**config.mk**
```make
export PLATFORM = sky130hd
export DESIGN_NAME = branch_predictor_gshare
export DESIGN_NICKNAME = d
export VERILOG_FILES = /design/src/rtl/bp_pkg.sv /design/src/rtl/bp_sat_counter_next.sv /design/src/rtl/branch_predictor_gshare.sv
export SDC_FILE = /design/constraint.sdc
export NUM_CORES = 1
export LEC_CHECK = 0
export CAP_MARGIN = 10
export CORE_AREA = 3 3 126 128
export CTS_BUF_LIST = sky130_fd_sc_hd__clkbuf_4 sky130_fd_sc_hd__clkbuf_8
export DETAILED_ROUTE_END_ITERATION = 10
export DIE_AREA = 0 0 129 131
export PLACE_DENSITY = 0.53
export SLEW_MARGIN = 20
export SYNTH_ARGS = -nofsm -noshare
export SYNTH_HDL_FRONTEND = slang
export SYNTH_SLANG_ARGS = --single-unit
export TNS_END_PERCENT = 100
```
**constraint.sdc**
```tcl
create_clock -name clk -period 3.2 [get_ports clk]
set_input_delay 0.48 -clock clk [delete_from_list [all_inputs] [get_ports clk]]
set_output_delay 0.48 -clock clk [all_outputs]
set_load 0.05 [all_outputs]
```
**src/rtl/bp_pkg.sv**
```systemverilog
// Shared definitions for the gshare branch predictor: default geometry,
// counter saturation arithmetic and the table index hash.
package bp_pkg;

  // Default geometry of the predictor table
  localparam int DEF_IDX_W    = 5;
  localparam int DEF_CTR_BITS = 2;
  localparam int ENTRIES      = 1 << DEF_IDX_W;
  localparam int CTR_MAX      = (1 << DEF_CTR_BITS) - 1;

  // Widest counter and index the helpers below are written for
  localparam int MAX_CTR_W = 4;
  localparam int MAX_IDX_W = 16;

  // Largest value a counter of ctr_bits bits can hold
  function automatic int ctr_max(input int ctr_bits);
    return (1 << ctr_bits) - 1;
  endfunction

  // Saturating up/down step; never wraps at either end
  function automatic logic [MAX_CTR_W-1:0] sat_next(
    input logic [MAX_CTR_W-1:0] ctr,
    input logic                 taken,
    input int                   ctr_bits
  );
    logic [MAX_CTR_W-1:0] top;
    logic [MAX_CTR_W-1:0] res;
    top = MAX_CTR_W'(ctr_max(ctr_bits));
    if (taken) begin
      if (ctr >= top) begin
        res = top;
      end else begin
        res = ctr + 4'd1;
      end
    end else begin
      if (ctr == 4'd0) begin
        res = 4'd0;
      end else begin
        res = ctr - 4'd1;
      end
    end
    return res;
  endfunction

  // gshare hash: PC index bits folded with zero-extended global history
  function automatic logic [MAX_IDX_W-1:0] idx_hash(
    input logic [MAX_IDX_W-1:0] idx,
    input logic [MAX_IDX_W-1:0] hist
  );
    return idx ^ hist;
  endfunction

endpackage

```
**src/rtl/bp_sat_counter_next.sv**
```systemverilog
// Combinational next-state of one saturating counter. The predictor uses a
// single instance on its write port; the read bypass reuses the same result.
module bp_sat_counter_next
  import bp_pkg::*;
#(
  parameter int CTR_BITS = 2
) (
  input  logic [CTR_BITS-1:0] ctr_i,
  input  logic                taken_i,
  output logic [CTR_BITS-1:0] ctr_o
);

  logic [MAX_CTR_W-1:0] ctr_ext_s;
  logic [MAX_CTR_W-1:0] ctr_sat_s;

  // Widen to the helper width, step with saturation, narrow back
  always_comb begin
    ctr_ext_s = MAX_CTR_W'(ctr_i);
    ctr_sat_s = sat_next(ctr_ext_s, taken_i, CTR_BITS);
    ctr_o     = CTR_BITS'(ctr_sat_s);
  end

endmodule

```
**src/rtl/branch_predictor_gshare.sv**
```systemverilog
// Flop-based gshare / bimodal branch predictor with speculative global
// history, mispredict recovery and a same-cycle update-to-predict bypass.
module branch_predictor_gshare
  import bp_pkg::*;
#(
  parameter int IDX_W    = 5,
  parameter int CTR_BITS = 2,
  parameter int GHR_BITS = 5,
  parameter int CTR_INIT = 1,
  localparam int GW      = (GHR_BITS > 0) ? GHR_BITS : 1
) (
  input  logic             clk,
  input  logic             arst,
  input  logic             pred_valid,
  input  logic [IDX_W-1:0] pred_idx,
  output logic             pred_out_valid,
  output logic             pred_taken,
  output logic [GW-1:0]    pred_ghr,
  input  logic             upd_valid,
  input  logic [IDX_W-1:0] upd_idx,
  input  logic [GW-1:0]    upd_ghr,
  input  logic             upd_taken,
  input  logic             upd_mispredict
);

  localparam int NUM_ENT = 1 << IDX_W;

  logic [CTR_BITS-1:0] ctr_q [NUM_ENT];
  logic [GW-1:0]       ghr_q;
  logic [GW-1:0]       ghr_d;
  logic                pred_out_valid_q;
  logic                pred_taken_q;
  logic                pred_taken_d;
  logic [GW-1:0]       pred_ghr_q;
  logic [GW-1:0]       pred_ghr_d;

  logic [IDX_W-1:0]    rd_hist_s;
  logic [IDX_W-1:0]    wr_hist_s;
  logic [IDX_W-1:0]    rd_idx_s;
  logic [IDX_W-1:0]    wr_idx_s;
  logic [CTR_BITS-1:0] ctr_wr_cur_s;
  logic [CTR_BITS-1:0] ctr_wr_next_s;
  logic                bypass_s;
  logic                pred_bit_s;

  // History contribution to the hash; bimodal mode ties GHR logic off
  if (GHR_BITS > 0) begin : g_hist
    // Hash inputs come from the live GHR (read) and the returned snapshot (write)
    always_comb begin
      rd_hist_s = IDX_W'(ghr_q);
      wr_hist_s = IDX_W'(upd_ghr);
    end

    // Recovery beats the speculative shift; otherwise shift in the prediction
    always_comb begin
      if (upd_valid && upd_mispredict) begin
        ghr_d = GW'({upd_ghr, upd_taken});
      end else if (pred_valid) begin
        ghr_d = GW'({ghr_q, pred_bit_s});
      end else begin
        ghr_d = ghr_q;
      end
    end
  end else begin : g_no_hist
    // Pure bimodal: raw indices, history held at zero
    always_comb begin
      rd_hist_s = '0;
      wr_hist_s = '0;
      ghr_d     = '0;
    end
  end

  // Effective table indices for the predict and update ports
  always_comb begin
    rd_idx_s = IDX_W'(idx_hash(MAX_IDX_W'(pred_idx), MAX_IDX_W'(rd_hist_s)));
    wr_idx_s = IDX_W'(idx_hash(MAX_IDX_W'(upd_idx), MAX_IDX_W'(wr_hist_s)));
  end

  // Current value of the counter being updated
  always_comb begin
    ctr_wr_cur_s = ctr_q[wr_idx_s];
  end

  bp_sat_counter_next #(
    .CTR_BITS (CTR_BITS)
  ) u_sat_next (
    .ctr_i   (ctr_wr_cur_s),
    .taken_i (upd_taken),
    .ctr_o   (ctr_wr_next_s)
  );

  // Predicted direction, forwarding the post-update counter on an index hit
  always_comb begin
    bypass_s = upd_valid && (wr_idx_s == rd_idx_s);
    if (bypass_s) begin
      pred_bit_s = ctr_wr_next_s[CTR_BITS-1];
    end else begin
      pred_bit_s = ctr_q[rd_idx_s][CTR_BITS-1];
    end
  end

  // Output register next-state: capture on request, otherwise hold
  always_comb begin
    if (pred_valid) begin
      pred_taken_d = pred_bit_s;
      pred_ghr_d   = ghr_q;
    end else begin
      pred_taken_d = pred_taken_q;
      pred_ghr_d   = pred_ghr_q;
    end
  end

  // Counter table: reset to CTR_INIT, one saturating write per cycle
  always_ff @(posedge clk or posedge arst) begin
    if (arst) begin
      for (int i = 0; i < NUM_ENT; i++) begin
        ctr_q[i] <= CTR_BITS'(CTR_INIT);
      end
    end else if (upd_valid) begin
      ctr_q[wr_idx_s] <= ctr_wr_next_s;
    end else begin
      ctr_q[wr_idx_s] <= ctr_q[wr_idx_s];
    end
  end

  // Global history and registered prediction outputs
  always_ff @(posedge clk or posedge arst) begin
    if (arst) begin
      ghr_q            <= '0;
      pred_out_valid_q <= 1'b0;
      pred_taken_q     <= 1'b0;
      pred_ghr_q       <= '0;
    end else begin
      ghr_q            <= ghr_d;
      pred_out_valid_q <= pred_valid;
      pred_taken_q     <= pred_taken_d;
      pred_ghr_q       <= pred_ghr_d;
    end
  end

  assign pred_out_valid = pred_out_valid_q;
  assign pred_taken     = pred_taken_q;
  assign pred_ghr       = pred_ghr_q;

endmodule

```
==> results of run 1 <==
-- placed cells by master (no fill, tap or decap), types with 2 or more instances in the layout --
cell type and instances:
mux4_2 5, clkbuf_8 11, nor2_1 20, buf_12 6, xnor2_1 9, o211ai_2 2, o21ai_1 13, a31oi_1 2
nand4_1 5, xnor2_2 2, o22ai_1 2, xor2_1 7, o32ai_1 8, dfstp_2 32, a21oi_1 7, clkdlybuf4s50_1 27
xor2_2 2, dfrtp_1 44, o21ai_0 26, mux2i_1 29, nor4_1 2, o21ai_2 30, mux2_2 9, nand3_1 10
buf_4 50, clkinv_2 2, inv_1 2, a2111oi_0 2, nor3_1 5, nand2_1 119
-- area by class of cell --
type	count	share of cell area
clock buffer	12	0.0294
sequential	76	0.360
inverter	3	0.00209
timing repair buffer	84	0.144
clock inverter	4	0.00881
tap	188	0.0436
multi-input combinational	336	0.412
-- worst max-delay path by stage --
stage | from | endpoint | slack (ps)
floorplan | upd_idx[0] | pred_taken | 700
global placement | upd_idx[0] | ctr_q[30] | -200
detailed placement | upd_idx[0] | ctr_q[50] | -240
CTS | upd_idx[0] | pred_taken | 150
global route | upd_ghr[1] | ctr_q[28] | -8
finish | upd_ghr[1] | ctr_q[24] | 180
-- cells in the mapped netlist, types with 2 or more instances --
cell | n | area, um2
dfrtp_1 | 44 | 1100
dfstp_2 | 32 | 841
nor3_1 | 5 | 25.0
nand3_1 | 10 | 50.1
nand2_1 | 119 | 447
o22ai_1 | 2 | 12.5
a31oi_1 | 2 | 12.5
a211oi_1 | 2 | 15.0
nand4_1 | 5 | 31.3
inv_1 | 3 | 11.3
mux2_2 | 9 | 101
xnor2_1 | 9 | 78.8
buf_6 | 6 | 67.6
o21ai_1 | 13 | 65.1
clkbuf_1 | 2 | 7.51
xor2_2 | 3 | 48.8
buf_2 | 5 | 25.0
nor2_1 | 20 | 75.1
xnor2_2 | 2 | 32.5
a2111oi_0 | 2 | 17.5
mux2i_1 | 29 | 290
mux4_2 | 5 | 113
o32ai_1 | 8 | 70.1
xor2_1 | 7 | 61.3
a21oi_1 | 7 | 35.0
o21ai_0 | 26 | 130
nor4_1 | 3 | 18.8
o211ai_2 | 2 | 25.0
o21ai_2 | 30 | 263
-- worst max-delay path, cell delays in order --
cell             delay [ps]
clkdlybuf4s50_1         490
xnor2_1                 650
nand2_1                 230
o32ai_1                 460
a211oi_2                 80
nand4_2                 150
a21oi_1                  80
mux2_4                  370
buf_12                  180
o21ai_2                 130
-- metal layers --
metal  routed length [um]  up-vias  part of all wire
met3                  689       19             0.056
met2                 5750       89              0.46
met4                  283        0             0.023
met5                    0        -                 0
met1                 5640     1711              0.46
li1                     -     1696                 -
-- logic make-up after synthesis --
| kind of cell | share of synthesized area |
|---|---|
| flip-flops | 0.453 |
| AND/OR/NAND/NOR | 0.165 |
| AO/OA/AOI/OAI | 0.167 |
| adder cells (fa/ha/maj) | 0.00233 |
| multiplexers | 0.127 |
| buffers and inverters | 0.0333 |
| XOR/XNOR | 0.0517 |
-- power by group through the flow --
stage               Combinational (mW)  Sequential, mW  Clock [mW]
global route                      1.85            1.89       0.823
finish                            1.69            1.83       0.767
global placement                  1.66            1.84           0
detailed placement                1.70            1.85           0
CTS                               1.70            1.84       0.789
floorplan                         1.06            1.77           0
-- registers in the layout, indices dropped and copies added (netlist names) --
| signal | cells |
|---|---|
| pred_out_valid | 1 |
| ghr_q | 5 |
| pred_ghr | 5 |
| pred_taken | 1 |
| ctr_q | 64 |
-- metrics by stage --
stage	hold slack [ps]	setup WS [ps]	TNS, ps	instances
detailed placement	466	-236	-11240	687
floorplan	455	696	0	431
global placement	459	-201	-8450	687
CTS	266	149	0	703
finish	276	175	0	703
global route	278	-7.78	-8.18	703
==> summary.md, run 1 <==
| Metric | Value |
|---|---|
| Main synth FF type | `dfrtp_1` |
| Status | `complete, no violations` |
| FF+latch area | `around 1900 um2` |
| CTS buffer count | `9` |
| First-pass GRT wire length | `19,700 um` |
| GP Congestion | `between 0.9 and 1` |
| Power Total | `about 4.3 mW` |
| DR iter-0 viols | `205` |
| Gr ovfl total | `0` |
| Initial Utilization | `0.286` |
| Max Root-Sink Buffers | `2` |
| DRC viols | `0` |
| Global-route usage over all layers | `0.155` |
| Final Hold Fails | `0` |
| YS warnings | `0` |
| Number of flops mapped to enable cells by yosys | `0` |
| Hold_buf cts | `0` |
| Max-cap violations | `0` |
| Floorplan row count | `45` |
| Relative slew slack | `0.482` |
| Worst setup EP type | `flip-flop` |
| Setup crit start kind | `input pin` |
| Peak VDD IR | `between 200 and 300 uV` |
| Fmax | `between 300 and 400 MHz` |
| # clock sinks | `76` |
| Fillers | `approximately 1,500` |
| Vias/cell | `around 5.0` |
| Final WL | `approximately 12,000 um` |
| Initial antenna violation count | `0` |
| Multi-input logic area | `between 2000 and 2500 um2` |
| Die area | `roughly 17,000 um2` |
| Worst r2r src | `ghr_q[0]` |
| Internal power | `2.67 mW` |
| Share of cells above drive strength 1 | `0.318` |
| Post-CTS Setup Bufs | `0` |
| Seq/Total Area, Yosys | `0.453` |
| Area Overhead vs Synth | `25.9%` |
| Comb pwr share | `0.394` |
| Wire length per cell | `17.6 um` |
| Syn Area/Cell | `roughly 9.9 um2` |
| Final Cycle Share | `0.945` |
| Post-synth ARST share | `1.00` |
| Io pins | `28` |
| Reg power frac | `0.427` |
| Final Max Tran Viols | `0` |
| Met1 GRT Util | `0.211` |
| ANT nets after route | `0` |
| Clock power share | `0.179` |
| Pwr Density | `793 nW/um2` |
| Flops & latches, synth | `between 70 and 80` |
| GR Util met2 | `0.238` |
| Post-CTS Resized | `0` |
| Vias in the first global route | `3,491` |
| Die span in x | `approximately 130 um` |
| Static Leakage | `2.20 nW` |
| Netlist cell types | `48` |
| Clock skew | `approximately 11 ps` |
| Worst Tran Pin Value | `approximately 770 ps` |
| DRT Pass-1 Iters | `6` |
| Worst EP required | `3520 ps` |
| H-tree depth | `3` |
| Clk Latency, worst-skew pair | `380 ps` |
| Critical Path Fanout Max | `12` |
| Placed Area | `around 5200 um2` |
| Design area | `around 5400 um2` |
| Util after Layout | `0.360` |
| NetSw | `1.61 mW` |
| Synthesized Nets | `roughly 450` |
| Hold WC Path Type | `input pin to asynchronous set/reset pin` |
| Mapped Area | `about 4300 um2` |
| Most used routing layer | `met2` |
| Sw Ratio | `0.377` |
| N_diodes | `0` |
| RR Endpoint | `pred_taken` |
| Die Ht | `about 130 um` |
| Largest net degree at the start of global routing | `between 40 and 50` |
| Finish-stage setup viols | `0` |
| CTS tree | `yes` |
| Clk slew on worst S/H paths | `~80 ps` |
| Met3 Use GR | `0.0341` |
| Flop2flop setup slack | `roughly 890 ps` |
| Cell depth of the worst flop-to-flop path | `8` |
| Placed wire-length estimate | `a little under 10,000 um` |
| Cells after Synth | `431` |
| Final #Nets | `531` |
| Min cycle time layout | `around 3000 ps` |
| Kind of critical path | `input pin to flip-flop` |
| Clk root buf | `clkbuf_8` |
| Port Buffer Count | `27` |
| Vias post-DR | `approximately 3,500` |
| Critical path arrival | `between 3000 and 4000 ps` |
| Placeable Area | `between 10,000 and 15,000 um2` |
No activity file was read; power rests on OpenSTA's default activity.
==> inputs of run 2 (changes only) <==
- CORE_AREA: 3 3 126 128 -> 3 3 91 93
- DIE_AREA: 0 0 129 131 -> 0 0 94 96
- PLACE_DENSITY: 0.53 -> 0.85
- SETUP_SLACK_MARGIN: unset -> 0.2
==> summary.md, run 2 (synthesized netlist as in run 1, its figures left out) <==
| Metric | Value |
|---|---|
| Worst EP required | `3470 ps (was 3520 ps)` |
| Clock skew | `7.72 ps (was 11.2 ps)` |
| FF+latch area | `1940 um2 (unchanged)` |
| Vias/cell | `6.10 (was 5.00)` |
| Die area | `9020 um2 (was 16,900 um2)` |
| Post-CTS Resized | `2 (was 0)` |
| Gr ovfl total | `0 (unchanged)` |
| Peak VDD IR | `434 uV (was 253 uV)` |
| Hold Path Origin | `ctr_q[58]` |
| Clk Latency, worst-skew pair | `350 ps (was 380 ps)` |
| Unrepaired setup endpoints after global routing | `no` |
| Wire length per cell | `19.3 um (was 17.6 um)` |
| Relative slew slack | `0.469 (was 0.482)` |
| Die Ht | `96 um (was 131 um)` |
| Vias post-DR | `3,693 (was 3,515)` |
| Floorplan row count | `32 (was 45)` |
| Static Leakage | `2.18 nW (was 2.20 nW)` |
| DR iter-0 viols | `337 (was 205)` |
| Critical path cell sequence | `clkdlybuf4s50_1 > xor2_2 > nand2_2 > buf_4 > nor3_1 > a2111oi_2 > o211ai_2 > mux2_4 > buf_12 > o21ai_0 (was clkdlybuf4s50_1 > xnor2_1 > nand2_1 > o32ai_1 > a211oi_2 > nand4_2 > a21oi_1 > mux2_4 > buf_12 > o21ai_2)` |
| Final WL | `11,700 um (was 12,400 um)` |
| Initial Utilization | `0.564 (was 0.286)` |
| Clk slew on worst S/H paths | `80 ps (about the same)` |
| Most flops, register | `ctr_q (unchanged)` |
| Hold WC Path Type | `flip-flop to flip-flop (was input pin to asynchronous set/reset pin)` |
| Worst slack, placed | `-166 ps (was -236 ps)` |
| Global-route usage over all layers | `0.274 (was 0.155)` |
| Power Total | `4.29 mW (was 4.28 mW)` |
| GP Congestion | `0.989 (was 0.917)` |
| Worst r2r src | `ghr_q[0] (unchanged)` |
| Critical Path Fanout Max | `11 (was 12)` |
| CTS buffer count | `9 (unchanged)` |
| H-tree depth | `3 (unchanged)` |
| Worst Tran Pin Value | `795 ps (was 771 ps)` |
| Cells after DPL | `589 (was 687)` |
| First-pass GRT wire length | `18,600 um (was 19,700 um)` |
| DRT Pass-1 Iters | `5 (was 6)` |
| Initial antenna violation count | `0 (unchanged)` |
| Placed wire-length estimate | `8650 um (was 9600 um)` |
| Placeable Area | `7610 um2 (was 15,000 um2)` |
| Min cycle time layout | `2870 ps (was 3020 ps)` |
| Design area | `5240 um2 (was 5400 um2)` |
| Pwr Density | `819 nW/um2 (was 793 nW/um2)` |
| Hold_buf cts | `0 (unchanged)` |
| Area Overhead vs Synth | `22.1% (was 25.9%)` |
| CP peak stage delay | `550 ps (was 650 ps)` |
| Finish-stage setup viols | `0 (unchanged)` |
| Io pins | `28 (unchanged)` |
| Final Hold Fails | `0 (unchanged)` |
| Fin worst setup slack | `328 ps (was 175 ps)` |
| Fin cells | `605 (was 703)` |
| Highest-count cells in the layout ignoring fill and taps | `118 x nand2_1, 44 x dfrtp_1, 38 x buf_4 (was 119 x nand2_1, 50 x buf_4, 44 x dfrtp_1)` |
| Status | `complete, no violations (unchanged)` |
| Vias in the first global route | `3,654 (was 3,491)` |
| Clk root buf | `clkbuf_8 (unchanged)` |
| Commonest non-fill, non-tap cell in the layout | `nand2_1 (unchanged)` |
| Crit path from | `upd_ghr[4] (was upd_ghr[1])` |
| Placed Area | `4990 um2 (was 5180 um2)` |
| Worst setup EP type | `flip-flop (unchanged)` |
| ANT nets after route | `0 (unchanged)` |
| # clock sinks | `76 (unchanged)` |
| DRC viols | `0 (unchanged)` |
| Share of cells above drive strength 1 | `0.308 (was 0.318)` |
| Die span in x | `94 um (was 129 um)` |
| N_diodes | `0 (unchanged)` |
| Kind of critical path | `input pin to flip-flop (unchanged)` |
| Setup TNS | `0 ps (unchanged)` |
| Fmax | `348 MHz (was 331 MHz)` |
| Worst path slowest cell | `clkdlybuf4s50_1 (was xnor2_1)` |
| CTS tree | `yes (unchanged)` |
| Port Buffer Count | `27 (unchanged)` |
| Final Cycle Share | `0.897 (was 0.945)` |
| Critical path arrival | `3140 ps (was 3340 ps)` |
| Final Max Tran Viols | `0 (unchanged)` |
| Largest net degree at the start of global routing | `40 (was 41)` |
| Setup crit start kind | `input pin (unchanged)` |
| Max FFs per register | `64 (unchanged)` |
| Multi-input logic area | `2240 um2 (was 2230 um2)` |
| Post-CTS Setup Bufs | `0 (unchanged)` |
| Max Root-Sink Buffers | `2 (unchanged)` |
| Fillers | `571 (was 1,510)` |
| Max-cap violations | `0 (unchanged)` |
| Final #Nets | `519 (was 531)` |
## run 2: cell types whose count changed in the layout (fill, tap and decap cells not counted), sizes merged
cell,previous run,this run
buf,57,45
bufinv,1,2
clkbuf,12,9
clkdlybuf4s50,27,25
clkinv,2,4
dlymetal6s2s,0,2
## run 2: final cells by class
class / count / area share
multi-input cells: 336 / 0.428
repair buffers: 72 / 0.134
clock buffers: 9 / 0.0237
clock inverters: 7 / 0.0174
well taps: 102 / 0.0244
flip-flops and latches: 76 / 0.371
inverters: 3 / 0.00215
## run 2: worst paths after layout
check / depth (start not counted) / end / slack (ps)
worst max register to register: 8 / pred_taken / 940
worst min-delay path: 2 / ctr_q[58] / 470
max in group asynchronous: 3 / ctr_q[50] / 1880
worst min register to register: 2 / ctr_q[58] / 470
min in group asynchronous: 2 / ctr_q[19] / 590
worst max-delay path: 10 / ctr_q[20] / 330
## run 2: per-layer routing
layer,part of all wire,wire length [um],GRT usage
met1,0.41,4760,0.353
met4,0.035,411,0.123
met3,0.073,851,0.0453
met5,0,0,0
met2,0.48,5660,0.456
## run 2: where the power goes
group          leakage (nW)  total [mW]  switching (mW)  internal (mW)
clock network         0.109       0.792           0.357          0.436
logic                  1.17        1.66           0.930          0.731
registers             0.903        1.83           0.336           1.50
## run 2: critical path: cells and delay by family
kind | cells | cell delay [ps]
muxes | 1 | 380
and+or+nand+nor | 2 | 510
buffers and inverters | 3 | 910
xor gates and xnor gates | 1 | 300
AOI/OAI and AO/OA | 3 | 560
## run 2: stage by stage
step / hold WS, ps / utilization
3_5_place_dp: 463 / 0.656
4_1_cts: 474 / 0.686
5_1_grt: 488 / 0.688
2_1_floorplan: 455 / -
3_3_place_gp: 461 / 0.656
6_report: 473 / 0.688
